$ cat config.mk
export PLATFORM = sky130hd
export DESIGN_NAME = bridge_ctrl
export DESIGN_NICKNAME = d
export VERILOG_FILES = /design/src/rtl/bridge_pkg.sv /design/src/rtl/bridge_decode.sv /design/src/rtl/bridge_ctrl.sv
export SDC_FILE = /design/constraint.sdc
export NUM_CORES = 1
export LEC_CHECK = 0
export ABC_AREA = 0
export ABC_CLOCK_PERIOD_IN_PS = 6100
export BUFFER_PORTS_ARGS = -buffer_cell sky130_fd_sc_hd__buf_2
export CORE_MARGIN = 2
export CORE_UTILIZATION = 46
export CTS_BUF_LIST = sky130_fd_sc_hd__clkbuf_2 sky130_fd_sc_hd__clkbuf_4 sky130_fd_sc_hd__clkbuf_8
export CTS_CLUSTER_SIZE = 40
export DETAILED_ROUTE_END_ITERATION = 16
export PLACE_DENSITY = 0.82
export SLEW_MARGIN = 0
export SYNTH_ARGS = -nofsm -noshare
export SYNTH_HDL_FRONTEND = slang
export SYNTH_SLANG_ARGS = --single-unit
$ cat constraint.sdc
create_clock -name clk -period 6.1 [get_ports clk]
set_input_delay 1.83 -clock clk [delete_from_list [all_inputs] [get_ports clk]]
set_output_delay 1.83 -clock clk [all_outputs]
set_load 0.05 [all_outputs]
$ cat src/rtl/bridge_pkg.sv
// Shared types and constants for the CPU-to-peripheral bridge controller.
// Address layout: [31:6] selects the bridge, [5:4] picks the device window, [3:0] is the offset.
package bridge_pkg;

  typedef enum logic [1:0] {
    IDLE,
    ACCESS,
    DONE
  } state_t;

  localparam int unsigned WIN_BITS = 4;
  localparam int unsigned IDX_LSB  = 4;
  localparam int unsigned IDX_MSB  = 5;
  localparam int unsigned IDX_BITS = IDX_MSB - IDX_LSB + 1;

  localparam logic [31:0] DEFAULT_BASE = 32'h0000_7F00;

  function automatic logic [7:0] sat_inc(input logic [7:0] v);
    return (v == 8'hFF) ? v : v + 8'd1;
  endfunction

endpackage

$ cat src/rtl/bridge_decode.sv
// Combinational address decode: bridge hit and device window index.
// BASE is expected to be 64-byte aligned; its low six bits are ignored.
module bridge_decode
  import bridge_pkg::*;
#(
  parameter int unsigned N_DEV = 3,
  parameter logic [31:0] BASE  = DEFAULT_BASE
) (
  input  logic [31:IDX_LSB]    addr,
  output logic                 hit,
  output logic [IDX_BITS-1:0]  idx
);

  logic base_match;
  logic idx_ok;

  assign idx        = addr[IDX_MSB:IDX_LSB];
  assign base_match = (addr[31:IDX_MSB+1] == BASE[31:IDX_MSB+1]);
  // Windows beyond N_DEV inside the bridge range are unpopulated and miss.
  assign idx_ok     = (32'(idx) < N_DEV);
  assign hit        = base_match && idx_ok;

endmodule

$ cat src/rtl/bridge_ctrl.sv
// Bridge sequencing FSM: decodes a MEM-stage access, runs the ready/timeout handshake with one
// device, stalls the pipeline meanwhile and holds the read word on pr_rd for WB.
module bridge_ctrl
  import bridge_pkg::*;
#(
  parameter int unsigned N_DEV   = 3,
  parameter logic [31:0] BASE    = DEFAULT_BASE,
  parameter int unsigned TIMEOUT = 15
) (
  input  logic                  clk,
  input  logic                  rst,
  input  logic                  pr_req,
  input  logic                  pr_we,
  input  logic [31:0]           pr_addr,
  input  logic [31:0]           pr_wd,
  input  logic [3:0]            pr_be,
  output logic                  pr_stall,
  output logic [31:0]           pr_rd,
  output logic                  pr_err,
  output logic [7:0]            err_cnt,
  output logic [N_DEV-1:0]      dev_sel,
  output logic                  dev_we,
  output logic [WIN_BITS-1:0]   dev_addr,
  output logic [31:0]           dev_wd,
  output logic [3:0]            dev_be,
  input  logic [32*N_DEV-1:0]   dev_rd,
  input  logic [N_DEV-1:0]      dev_ready
);

  localparam logic [7:0] TimeoutCnt = 8'(TIMEOUT);

  state_t               state_q;
  logic [IDX_BITS-1:0]  idx_q;
  logic                 we_q;
  logic [WIN_BITS-1:0]  addr_q;
  logic [31:0]          wd_q;
  logic [7:0]           cnt_q;

  logic                 dec_hit;
  logic [IDX_BITS-1:0]  dec_idx;
  logic [N_DEV-1:0]     dec_sel;
  logic                 sel_ready;
  logic [31:0]          sel_rd;
  logic [7:0]           cnt_inc;

  bridge_decode #(
    .N_DEV (N_DEV),
    .BASE  (BASE)
  ) u_decode (
    .addr (pr_addr[31:IDX_LSB]),
    .hit  (dec_hit),
    .idx  (dec_idx)
  );

  always_comb begin
    dec_sel = '0;
    for (int unsigned i = 0; i < N_DEV; i++) begin
      dec_sel[i] = (32'(dec_idx) == i);
    end
  end

  // Only the latched device's ready/data matter; other devices are ignored.
  assign sel_ready = dev_ready[idx_q];
  assign sel_rd    = dev_rd[{idx_q, 5'd0} +: 32];
  assign cnt_inc   = cnt_q + 8'd1;

  // Combinational so the stall asserts in the same cycle the request appears.
  always_comb begin
    pr_stall = ((state_q == IDLE) && pr_req) || (state_q == ACCESS);
  end

  assign dev_addr = addr_q;
  assign dev_wd   = wd_q;

  always_ff @(posedge clk or negedge rst) begin
    if (!rst) begin
      state_q <= IDLE;
      idx_q   <= '0;
      we_q    <= 1'b0;
      addr_q  <= '0;
      wd_q    <= '0;
      cnt_q   <= '0;
      pr_rd   <= '0;
      pr_err  <= 1'b0;
      err_cnt <= '0;
      dev_sel <= '0;
      dev_we  <= 1'b0;
      dev_be  <= '0;
    end else begin
      pr_err <= 1'b0;
      unique case (state_q)
        IDLE: begin
          if (pr_req) begin
            if (dec_hit) begin
              idx_q   <= dec_idx;
              we_q    <= pr_we;
              addr_q  <= pr_addr[WIN_BITS-1:0];
              wd_q    <= pr_wd;
              cnt_q   <= '0;
              dev_sel <= dec_sel;
              dev_we  <= pr_we;
              dev_be  <= pr_be;
              state_q <= ACCESS;
            end else begin
              pr_rd   <= '0;
              pr_err  <= 1'b1;
              err_cnt <= sat_inc(err_cnt);
              state_q <= DONE;
            end
          end
        end
        ACCESS: begin
          // Ready wins over a timeout landing in the same cycle.
          if (sel_ready) begin
            if (!we_q) begin
              pr_rd <= sel_rd;
            end
            dev_sel <= '0;
            dev_we  <= 1'b0;
            dev_be  <= '0;
            state_q <= DONE;
          end else begin
            cnt_q <= cnt_inc;
            if (cnt_inc == TimeoutCnt) begin
              pr_rd   <= '0;
              pr_err  <= 1'b1;
              err_cnt <= sat_inc(err_cnt);
              dev_sel <= '0;
              dev_we  <= 1'b0;
              dev_be  <= '0;
              state_q <= DONE;
            end
          end
        end
        DONE: begin
          // pr_req here still belongs to the completing instruction.
          state_q <= IDLE;
        end
        default: begin
          state_q <= IDLE;
        end
      endcase
    end
  end

endmodule

==> reports/metrics.yaml, run 1 <==
setup_path:
  worstRegToRegCells: 4
  start_kind: "primary input"
  critPathArrivalTime_ns: 2.45
  required_ns: 4.27
  path_cells: "buf_2 -> o21ba_2 -> buf_2"
  r2r_slack_ns: 2.64
  criticalPathCategory: "in2out"
  path_buf_inv: 2
  cpMaxStageDelayCell: "buf_2"
  end_kind: "output port"
  cp_common_cell: "buf_2"
  cpPeakStageDelay_ns: 0.30
  cp_max_fo: 5
  cp_top_family: "buffers and inverters"
  worstReg2RegEnd: "pr_rd[21]"
  r2r-start: "idx_q[1]"
layout:
  diodes: 0
  layout-drive-gt1-share: 0.4948
  utilization: 0.6024
  syn_to_final_growth_pct: 29.29
  final_common_cell: "buf_2"
  fin_nets: 838
  layout_common_cells: "buf_2, dfrtp_1, nand2_1, mux2i_1, mux2_4"
sta:
  finalHoldViolCount: 0
  tightest_slew_ns: 1.183
  max_slew_margin: 0.2078
  setup_viol: 0
  rsz0062_at_grt: "false"
  setup_slack_ns: 1.821
  period_minus_slack_ns: 4.279
  fmax_mhz: 233.7
  slew_violations: 0
  setup_tns_ns: 0
  fin_crit_sh: 0.7015
  clock_skew_ns: 0.008089
route:
  firstDrtPassIters: 4
  routed-via-count: 4293
  wl_per_cell_um: 16.14
  drt_iter0_drc: 231
  viasPerCell: 5.307
  routed_wl_um: 13060
  drcViolationCount: 0
  postRouteAntennaNets: 0
die:
  die_h_um: 108.3
  coreArea_sq_um: 10750
  die_area_sq_um: 11730
  io_pins: 257
  die_x_um: 108.3
  placementRows: 38
  start_util: 0.4659
hold_path:
  min_path_type: "reg2reg"
  min_from: "state_q[1]"
  hold-path-endpoint: "pr_err"
  hold_depth: 1
synth:
  synth.cell_area_sq_um: 5006
  syn_nets: 596
  synth_top_area_frac: 0.4899
  synth_area_per_cell_sq_um: 11.86
  ys_seq_area_frac: 0.4899
  synth_largest_area_cell: "dfrtp_1"
  synth_warnings: 0
  synth_cell_types: 46
  synthTopCellsByArea: "dfrtp_1, mux2_4, mux2i_1, a22o_1, o21ai_0"
  postSynthCellCount: 422
  synth-seq-cells: 98
global_routing:
  grt_pass1_wl_um: 19640
  grt_pass1_vias: 4140
  grt_use_total: 0.2128
  antenna_found_initial: 0
  grt_max_degree: 56
  overflow: 0
power:
  power_density_nw_per_um2: 215.3
  peakVddDrop_v: 0.0002260
  p_leak_uw: 0.003374
clock_tree:
  cts_setup_buffers: 0
  clock_latency_ns: 0.35
  cts-htree-levels: 3
  post_cts_resized: 0
  clock-sinks: 98
  ctsHoldBuffers: 0
  cts_buffers: 9
  cts_tree: "done"
  cts_buffer_depth: 2
  clockRootBuffer: "clkbuf_8"
  clk_pin_slew_worst_paths_ns: 0.09
flow_run:
  drv_cap: 0
placement:
  port_buffers: 256
  hpwl_um: 9908
  place.gp.congestion: 0.8211
  dpl_worst_slack_ns: 1.606
run_status:
  status: "finished, final reports clean"
## flip-flops by register name (all words and copies together), names as in the netlist
register	count
idx_q	2
dev_be	4
pr_rd	32
pr_err	1
dev_sel	3
we_q	1
dev_wd	32
dev_we	1
dev_addr	4
cnt_q	8
err_cnt	8
state_q	2
## metal layers
layer | GRT usage | wire, um
met5 | 0 | 0
met2 | 0.3724 | 6602
met1 | 0.2642 | 5289
met4 | 0.07601 | 228
met3 | 0.03737 | 935
## cells by family (layout without fill, tap and decap cells)
group / after synthesis / count (layout) / share of synthesized area
simple gates: 97 / 97 / 0.1002
xor+xnor: 11 / 11 / 0.01924
fa+ha+maj: 3 / 3 / 0.007499
mux: 81 / 81 / 0.2009
compound gates: 91 / 91 / 0.1307
flops: 98 / 98 / 0.4899
buf+inv: 41 / 288 / 0.05149
## how the worst max path moves through the flow
stage / from / to / slack [ns] / depth (start not counted)
after floorplan: pr_req / pr_stall / 2.07 / 1
after global placement: pr_addr[22] / dev_wd[8] / 1.74 / 7
after detailed placement: pr_addr[26] / dev_wd[13] / 1.61 / 7
after CTS: pr_req / pr_stall / 1.82 / 3
after global routing: pr_req / pr_stall / 1.81 / 3
final: pr_req / pr_stall / 1.82 / 3
## power breakdown
part | leakage, uW | switching (uW) | internal, uW | total, uW
Clock | 0.0000988 | 214 | 169 | 383
Combinational | 0.00196 | 196 | 102 | 298
Sequential | 0.00132 | 33.1 | 680 | 713
## metrics by stage
step	std cells	hold WS [ns]	instance area (sq um)	total power, uW
2_1_floorplan	422	0.4402	5006	900.6
3_3_place_gp	793	0.4661	6292	1015
3_5_place_dp	793	0.4780	6292	1026
4_1_cts	809	0.4922	6472	1411
5_1_grt	809	0.5210	6472	1459
6_report	809	0.5015	6472	1394
## area by class of cell
type / instances / area (sq um)
fill: 921 / 4273
sequential: 98 / 2454
multi-input combinational: 283 / 2305
timing repair buffer: 260 / 1314
tap: 140 / 175.2
clock buffer: 11 / 151.4
inverter: 12 / 45.04
clock inverter: 5 / 28.78
## cells in the mapped netlist (all sizes together)
cell type	instances
nor2b	1
nor3b	2
o21ai	36
o2111ai	1
a22o	33
a21oi	7
xnor2	10
o21a	3
and4bb	1
or3b	1
dfrtp	98
nor2	9
nand4b	1
and3	4
o221ai	2
nor4	6
nand3b	2
nand2	42
nand3	12
nand4	8
or4	1
clkbuf	13
nand2b	2
o22ai	4
xor2	1
nor3	4
o211ai	1
o21ba	2
inv	12
buf	16
mux2i	39
o21bai	1
ha	3
mux2	42
a31oi	1
and2b	1
## worst register-to-register path: stages, from the launching register on
cell and delay, ns:
dfrtp_2 1.08, mux2i_1 0.31, o211ai_1 0.95, o2111ai_4 0.57, a22o_1 0.44
Note: power is estimated with default switching activity, not from simulation.
==> run 2: changes to the inputs <==
Settings changed: ABC_CLOCK_PERIOD_IN_PS 6100 to 4300.
Clock period 6.1 ns to 4.3 ns, I/O delays scaled along.
==> run 2 against run 1 <==
Die area stayed put. Worst hold slack worse by 0.0030 ns. Power up 46%. Flip-flop and latch count is the same. Sequential share of layout area down 0.36 points. Global-route usage down 0.43 points. First-iteration DRC count is 6.9% lower. Critical path depth unchanged. Core utilization is 0.58 points higher. Register-to-register slack got worse by 0.84 ns. Sequential power is 42% higher. Setup slack lost 0.75 ns.
==> reports/metrics.yaml, run 2 (synthesis results as in run 1) <==
layout:
  final_cells: 811  # +0.25%
  layout-drive-gt1-share: 0.4963  # +0.001506
  fillerInstances: 915  # -0.65%
  diodes: 0  # unchanged
  final_common_cell: "buf_2"
  layout_common_cells: "buf_2, dfrtp_1, nand2_1, mux2i_1, mux2_4"
  utilization: 0.6082  # +0.005822
  syn_to_final_growth_pct: 30.54
  fin_nets: 840  # +0.24%
  design_area_sq_um: 6535  # +0.97%
sta:
  max_slew_margin: 0.2268  # +0.01894
  rsz0062_at_grt: "false"
  slew_violations: 0  # unchanged
  setup_tns_ns: 0  # unchanged
  period_minus_slack_ns: 3.232
  setup_viol: 0  # unchanged
  tightest_slew_ns: 1.155  # -0.02828 ns
  clock_skew_ns: 0.01187  # +0.003780 ns
  finalHoldViolCount: 0  # unchanged
  fin_crit_sh: 0.7517
  fmax_mhz: 309.4
route:
  viasPerCell: 5.226  # -1.5%
  wl_per_cell_um: 15.82  # -2.0%
  routed-via-count: 4238  # -1.3%
  firstDrtPassIters: 4  # unchanged
  postRouteAntennaNets: 0  # unchanged
  drt_iter0_drc: 215  # -6.9%
  routed_wl_um: 12830  # -1.7%
  drcViolationCount: 0  # unchanged
global_routing:
  grt_max_degree: 56  # unchanged
  grt_pass1_vias: 4048  # -2.2%
  antenna_found_initial: 0  # unchanged
  grt_use_total: 0.2085  # -0.004302
  grt_pass1_wl_um: 19260  # -1.9%
  overflow: 0  # unchanged
die:
  io_pins: 257  # unchanged
  die_h_um: 108.3  # unchanged
  die_area_sq_um: 11730  # unchanged
  coreArea_sq_um: 10750  # unchanged
  start_util: 0.4659  # unchanged
  placementRows: 38  # unchanged
  die_x_um: 108.3  # unchanged
run_status:
  status: "finished, final reports clean"
clock_tree:
  clock-sinks: 98  # unchanged
  cts_buffers: 9  # unchanged
  ctsHoldBuffers: 0  # unchanged
  clockRootBuffer: "clkbuf_8"
  post_cts_resized: 0  # unchanged
  cts_tree: "done"
  cts_setup_buffers: 0  # unchanged
  clk_pin_slew_worst_paths_ns: 0.10  # about the same
  cts-htree-levels: 3  # unchanged
  clock_latency_ns: 0.35  # about the same
  cts_buffer_depth: 2  # unchanged
setup_path:
  cpMaxStageDelayCell: "buf_2"
  path_cells: "buf_2 -> o21ba_2 -> buf_2"
  worstRegToRegCells: 6  # +2
  cp_top_family: "buffers and inverters"
  path_buf_inv: 2  # unchanged
  cp_max_fo: 5  # unchanged
  end_kind: "output port"
  required_ns: 3.01  # -1.26 ns
  criticalPathCategory: "in2out"
  path_depth: 3  # unchanged
  cp_common_cell: "buf_2"
  start_kind: "primary input"
  cpPeakStageDelay_ns: 0.30  # about the same
  critPathArrivalTime_ns: 1.94  # -0.51 ns
power:
  power_density_nw_per_um2: 310.5  # +44%
  total_power_uw: 2029  # +46%
  peakVddDrop_v: 0.0002749  # +22%
  p_leak_uw: 0.003389  # +0.45%
placement:
  place_area_sq_um: 6332  # +0.64%
  place_inst: 795  # +0.25%
  port_buffers: 256  # unchanged
  hpwl_um: 9736  # -1.7%
  place.gp.congestion: 0.8834  # +7.6%
hold_path:
  hold_depth: 1  # unchanged
  min_path_type: "reg2reg"
flow_run:
  drv_cap: 0  # unchanged
-- run 2: changes by cell type in the layout (fill, tap and decap cells not counted), sizes merged --
cell and change:
clkinvlp +2, clkbuf -2, buf +2, bufinv +1, inv +1, clkinv -2
-- run 2: worst paths after layout --
path	from	to	slack (ns)
setup / recovery	pr_req	pr_stall	1.07
hold / removal	state_q[1]	pr_err	0.50
hold reg to reg	state_q[1]	pr_err	0.50
min in group asynchronous	rst	pr_rd[11]	0.96
max in group asynchronous	rst	dev_wd[29]	2.64
setup reg to reg	idx_q[1]	pr_rd[15]	1.80
-- run 2: metrics by stage --
step                hold slack, ns  setup slack [ns]
floorplan                   0.4402             1.317
global route                0.5159            0.9933
finish                      0.4985             1.068
detailed placement          0.4795            0.8484
global placement            0.4735            0.9916
CTS                         0.4942             1.062
-- run 2: routing by layer --
metal  GRT usage  vias up  part of all wire
met4     0.06044        0             0.013
met5           0        -                 0
met3     0.04461       15             0.074
met2      0.3679      191              0.50
li1            -     2014                 -
met1      0.2573     2018              0.41
-- run 2: worst reg2reg max path, cell delays in order, from the launching register on --
cell       delay (ns)
dfrtp_2          0.38
buf_4            0.51
nand3b_1         0.29
o21ai_0          0.15
nand3_1          0.16
o2111ai_4        0.47
a22o_1           0.44
-- run 2: power breakdown --
part | switching, uW | total (uW) | internal [uW] | leakage, uW
logic | 277 | 421 | 145 | 0.00197
registers | 45.9 | 1010 | 965 | 0.00132
clock network | 323 | 597 | 274 | 0.0000973
total | 646 | 2030 | 1380 | 0.00339
-- run 2: final cells by class --
| type | count | area, sq um | area share |
|---|---|---|---|
| repair buffers | 262 | 1354 | 0.2072 |
| inverters | 12 | 45.04 | 0.006893 |
| well taps | 140 | 175.2 | 0.02680 |
| clock buffers | 9 | 123.9 | 0.01895 |
| flip-flops and latches | 98 | 2454 | 0.3755 |
| multi-input cells | 283 | 2305 | 0.3527 |
| clock inverters | 7 | 78.83 | 0.01206 |
